<file path="src/rtl/register_array_mp_pkg.sv">
// rtl/register_array_mp_pkg.sv - shared types and default sizing for the register array
package register_array_mp_pkg;

    typedef enum logic {
        ST_CLEAR = 1'b0,
        ST_READY = 1'b1
    } state_e;

    localparam int DEF_XLEN = 32;
    localparam int DEF_NREG = 32;

endpackage

</file>
<file path="src/rtl/regfile_rdport.sv">
// rtl/regfile_rdport.sv - one read port: entry mux, same-cycle write bypass, busy gating
module regfile_rdport
    import register_array_mp_pkg::*;
#(
    parameter int XLEN = DEF_XLEN,
    parameter int NREG = DEF_NREG,
    parameter int AW   = $clog2(NREG)
) (
    input  logic               init_done_i,
    input  logic               re_i,
    input  logic [AW-1:0]      addr_i,
    input  logic [NREG*XLEN-1:0] entries_i,
    input  logic [NREG-1:0]    busy_i,
    input  logic               wen_i,
    input  logic [AW-1:0]      waddr_i,
    input  logic [XLEN-1:0]    wdata_i,
    output logic [XLEN-1:0]    data_o,
    output logic               busy_o
);

    always_comb begin
        data_o = '0;
        busy_o = 1'b0;
        if (init_done_i && re_i && (addr_i != '0)) begin
            // A writeback landing this cycle both supplies the data and retires the producer
            if (wen_i && (waddr_i == addr_i)) begin
                data_o = wdata_i;
                busy_o = 1'b0;
            end else begin
                data_o = entries_i[int'(addr_i)*XLEN +: XLEN];
                busy_o = busy_i[addr_i];
            end
        end
    end

endmodule

</file>
<file path="src/rtl/register_array_mp.sv">
// rtl/register_array_mp.sv - multi-read-port register array with busy scoreboard and clear sweep
module register_array_mp
    import register_array_mp_pkg::*;
#(
    parameter int XLEN = DEF_XLEN,
    parameter int NREG = DEF_NREG,
    parameter int NRD  = 2,
    localparam int AW  = $clog2(NREG)
) (
    input  logic                clk,
    input  logic                rst_n,
    input  logic                RegWEn,
    input  logic [AW-1:0]       AddrD,
    input  logic [XLEN-1:0]     DataD,
    input  logic                IssueEn,
    input  logic [AW-1:0]       IssueAddr,
    input  logic [NRD-1:0]      re,
    input  logic [NRD*AW-1:0]   AddrR,
    output logic [NRD*XLEN-1:0] DataR,
    output logic [NRD-1:0]      BusyR,
    output logic                init_done
);

    state_e          state_q;
    logic [AW-1:0]   clr_cnt_q;
    logic            init_done_q;
    logic [XLEN-1:0] mem_q [NREG];
    logic [NREG*XLEN-1:0] mem_flat;
    logic [NREG-1:0] busy_q;
    logic [NREG-1:0] busy_d;
    logic            wr_en;
    logic            iss_en;

    assign wr_en  = init_done_q && RegWEn  && (AddrD     != '0);
    assign iss_en = init_done_q && IssueEn && (IssueAddr != '0);
    assign init_done = init_done_q;

    // Entry 0 is hardwired, so the sweep starts at 1 and ends on the last entry
    always_ff @(posedge clk or negedge rst_n) begin
        if (!rst_n) begin
            state_q     <= ST_CLEAR;
            clr_cnt_q   <= AW'(1);
            init_done_q <= 1'b0;
        end else begin
            case (state_q)
                ST_CLEAR: begin
                    clr_cnt_q <= clr_cnt_q + AW'(1);
                    if (clr_cnt_q == AW'(NREG - 1)) begin
                        state_q     <= ST_READY;
                        init_done_q <= 1'b1;
                    end
                end
                ST_READY: begin
                    state_q     <= ST_READY;
                    init_done_q <= 1'b1;
                end
                default: begin
                    state_q     <= ST_CLEAR;
                    init_done_q <= 1'b0;
                end
            endcase
        end
    end

    // Storage carries no reset; the sweep above is what zeroes it
    always_ff @(posedge clk) begin
        if (state_q == ST_CLEAR) begin
            mem_q[clr_cnt_q] <= '0;
        end else if (wr_en) begin
            mem_q[AddrD] <= DataD;
        end
    end

    for (genvar g = 0; g < NREG; g++) begin : g_flat
        if (g == 0) begin : g_zero
            assign mem_flat[g*XLEN +: XLEN] = '0;
        end else begin : g_entry
            assign mem_flat[g*XLEN +: XLEN] = mem_q[g];
        end
    end

    // Set is applied after clear so a re-issue in the writeback cycle keeps the bit
    always_comb begin
        busy_d = busy_q;
        if (wr_en) begin
            busy_d[AddrD] = 1'b0;
        end
        if (iss_en) begin
            busy_d[IssueAddr] = 1'b1;
        end
        busy_d[0] = 1'b0;
    end

    always_ff @(posedge clk or negedge rst_n) begin
        if (!rst_n) begin
            busy_q <= '0;
        end else begin
            busy_q <= busy_d;
        end
    end

    for (genvar p = 0; p < NRD; p++) begin : g_rd
        regfile_rdport #(
            .XLEN (XLEN),
            .NREG (NREG),
            .AW   (AW)
        ) u_rdport (
            .init_done_i (init_done_q),
            .re_i        (re[p]),
            .addr_i      (AddrR[p*AW +: AW]),
            .entries_i   (mem_flat),
            .busy_i      (busy_q),
            .wen_i       (RegWEn),
            .waddr_i     (AddrD),
            .wdata_i     (DataD),
            .data_o      (DataR[p*XLEN +: XLEN]),
            .busy_o      (BusyR[p])
        );
    end

endmodule
</file>
<file path="config.mk">
export PLATFORM = sky130hd
export DESIGN_NAME = register_array_mp
export DESIGN_NICKNAME = d
export VERILOG_FILES = /design/src/rtl/register_array_mp_pkg.sv /design/src/rtl/regfile_rdport.sv /design/src/rtl/register_array_mp.sv
export SDC_FILE = /design/constraint.sdc
export NUM_CORES = 2
export LEC_CHECK = 0
export CORE_ASPECT_RATIO = 1.1
export CORE_MARGIN = 1.5
export CORE_UTILIZATION = 55
export CTS_BUF_LIST = sky130_fd_sc_hd__clkbuf_8
export DETAILED_ROUTE_END_ITERATION = 16
export GPL_ROUTABILITY_DRIVEN = 1
export PLACE_DENSITY_LB_ADDON = 0.15
export SLEW_MARGIN = 10
export SYNTH_ARGS = -nofsm -noshare
export SYNTH_HDL_FRONTEND = slang
export SYNTH_HIERARCHICAL = 1
export SYNTH_SLANG_ARGS = --single-unit
export TNS_END_PERCENT = 20
</file>
<file path="constraint.sdc">
create_clock -name clk -period 9.7 [get_ports clk]
set_input_delay 2.91 -clock clk [delete_from_list [all_inputs] [get_ports clk]]
set_output_delay 2.91 -clock clk [all_outputs]
set_load 0.01 [all_outputs]
</file>
==> flow_summary.toml <==
[run_status]
outcome = "complete, no violations"

[finish]
layout.cells.most_common = "edfxtp_1"
area.growth.synth_to_final_pct = 11.85
final_cell_mix = "edfxtp_1, mux2i_1, mux4_2, a221oi_1, o21ai_0"
finish.net_count = 3198
post_route_cells_drive_above_1_share_pct = 21.56

[setup_path]
worst_path_max_delay_cell = "clkdlybuf4s50_1"
worst_ep_required_time_ps = 6790
worst_path_most_repeated_cell = "clkdlybuf4s50_1"
critical_path.cell_chain = "clkdlybuf4s50_1 -> xnor2_1 -> nand4_1 -> or2_0 -> nor2_4 -> buf_4 -> a211o_1 -> clkdlybuf4s50_1"
ff2ff_path_depth = 6
critical_path.endpoint_type = "output pin"
worst_path_largest_cell_delay_ps = 790
timing.critical_path.arrival_ps = 6510
sort_of_element_at_the_start_of_the_critical_path = "primary input"
critPathMaxFanout = 18
type_of_the_setup_path_with_the_least_slack = "primary input to output pin"
crit_path_start = "AddrD[4]"
r2r-start = "init_done"

[floorplan]
initial_core_util_pct = 55.38
die_height_um = 320.0
ioPinCount = 125
floorplan.core_area_um2 = 90710
die_w_um = 291.2
total_die_area_um2 = 93160
placement_rows = 116

[detailed_routing]
detailedRoute.firstIterationViolations = 4154
detailedRoute.firstPassIterationCount = 6
drc = 0
wl_final_um = 158000
post_detailed_route_via_to_cell_ratio = 7.310
drtAntennaViolNets = 0
via_total_after_detailed_routing = 32510
routedWlPerCell_um = 35.52

[synth]
commonest_register_cell_after_synthesis = "edfxtp_1"
synth_seq_area_share_pct = 61.19
synth_enable_flop_cells = 992
synthCells = 2906
yosys.cell_types.count = 64
synth-async-reset-ratio_pct = 3.689
ys_seq_elements = 1030
synth_area_um2 = 50230
synth_area_per_cell_um2 = 17.29
yosys_warnings = 6

[cts]
clock_latency_ps = 870
post-cts-setup-buffer-count = 0
postCtsHoldBufs = 0
clock_path_buffers = 3
ctsRootBufferMaster = "clkbuf_8"
tritoncts.num_buffers = 163
h-tree-depth = 4
clk_transition_reported_paths_ps = 60
clkSinkCount = 1030
cts_tree = "yes"
cts_repair_resize_count = 0

[sta]
worst_clock_skew_ps = 41.68
worst_slew_margin_rel_pct = 19.09
rsz_0062_raised_after_global_routing = "no"
worstMarginPinSlew_ps = 1211
period_minus_slack_ps = 9421
worst_setup_margin_ps = 279.2
finalMaxSlewViolations = 0
final_layout_setup_total_negative_slack_ps = 0
min_period_over_period_pct = 97.12
clock.fmax_ghz = 0.1061
hold_viol_final = 0
setup_violations = 0

[pwr]
p_per_area_nw_per_um2 = 166.9
power.static_leakage_nw = 20.43
vdd.ir_drop.worst_mv = 0.1763

[global_route]
grt_usage_pct = 34.02
grt_max_degree = 128
gr-total-overflow = 0
vias_in_the_first_global_route = 33430
grt_first_pass_wirelength_um = 227100
antenna_found_initial = 2

[hold_path]
whs_path_depth = 1
hold_path_class = "flop to flop"
hold_path.startpoint = "clr_cnt_q[0]"

[placement]
pre_cts_ws_ps = 399.1
portBuffers = 124
gpl.final_weighted_congestion = 0.8795
dp_hpwl_um = 88640

[flow_run]
maxCapViolCount = 0
-- power breakdown --
group          total [W]  internal [W]  switching [W]
clock            0.00353       0.00176        0.00177
sequential       0.00492       0.00491      0.0000148
combinational   0.000923      0.000359       0.000563
total            0.00938       0.00703        0.00235
-- worst max-delay path: cells and delay by family --
kind / cells / cell delay [ps]
xor gates and xnor gates: 1 / 370
AOI/OAI and AO/OA: 1 / 290
buffers and inverters: 3 / 1790
and+or+nand+nor: 3 / 1130
-- cell usage after synthesis (6+ instances only) --
cell type  instances  area (um^2)
edfxtp_1         992        29790
mux2i_1          390         3904
mux4_2           296         6666
a221oi_1         186         1629
o21ai_0          183        915.9
a22oi_1          124        930.9
a21oi_1          122        610.6
clkbuf_1          92        345.3
a211o_1           60        525.5
buf_2             60        300.3
mux4_1            46         1209
nor2_1            42        157.7
dfrtp_1           37        925.9
and2_1            32        200.2
buf_6             23        259.0
buf_4             20        150.1
buf_12            18        360.4
nand2_1           17        63.81
nor3_1            14        70.07
xnor2_1           13        113.9
nand3_1           11        55.05
buf_8             10        150.1
clkbuf_4          10        75.07
buf_1              9        33.78
o21ai_1            9        45.04
inv_1              6        22.52
-- routing by layer --
layer	global-route usage [%]	vias to the layer above	wire, um
met5	0	-	0
met4	17.37	0	8461
met1	44.06	16890	56470
li1	-	12910	-
met3	6.901	525	16800
met2	54.91	2180	76240
-- stage by stage --
step                area [um^2]  total power (W)  hold WS [ps]  util (%)  cells
detailed placement        53150         0.005921         513.6     58.59   4153
finish                    56190         0.009378         525.0     61.94   4447
CTS                       56180         0.009392         525.4     61.94   4446
global route              56190         0.009633         543.2     61.94   4447
floorplan                 50480         0.005587         480.4         -   2971
global placement          53150         0.005905         502.6     58.59   4153
-- area by class of cell --
type	count	area (um^2)
inverters	10	40.04
repair buffers	244	2532
clock inverters	128	760.7
well taps	1180	1476
diodes	1	2.502
clock buffers	165	2271
flip-flops and latches	1030	30740
multi-input cells	1689	18360
fillers	6419	34530
-- cells by family after synthesis --
logic type | count (synthesis) | synth area share, %
compound gates | 717 | 9.926
other cells | 1 | 0.007465
mux | 734 | 23.49
flops | 1030 | 61.19
fa+ha+maj | 2 | 0.04981
xor+xnor | 13 | 0.2267
simple gates | 157 | 1.696
buf+inv | 252 | 3.407
-- path summary, 6_finish.rpt --
path | endpoint | slack (ps)
worst max-delay path | DataR[35] | 280
worst min-delay path | clr_cnt_q[0] | 530
worst max register to register | mem_q[13][15] | 5110
worst min register to register | clr_cnt_q[0] | 530
max in group asynchronous | busy_q[24] | 6970
min in group asynchronous | busy_q[7] | 2190
-- sequential cells by signal, summed over array words and instances, names as in the netlist --
name / count
mem_q: 992
busy_q: 31
clr_cnt_q: 5
init_done: 1
state_q: 1
Power figures use the tool's default switching activity.
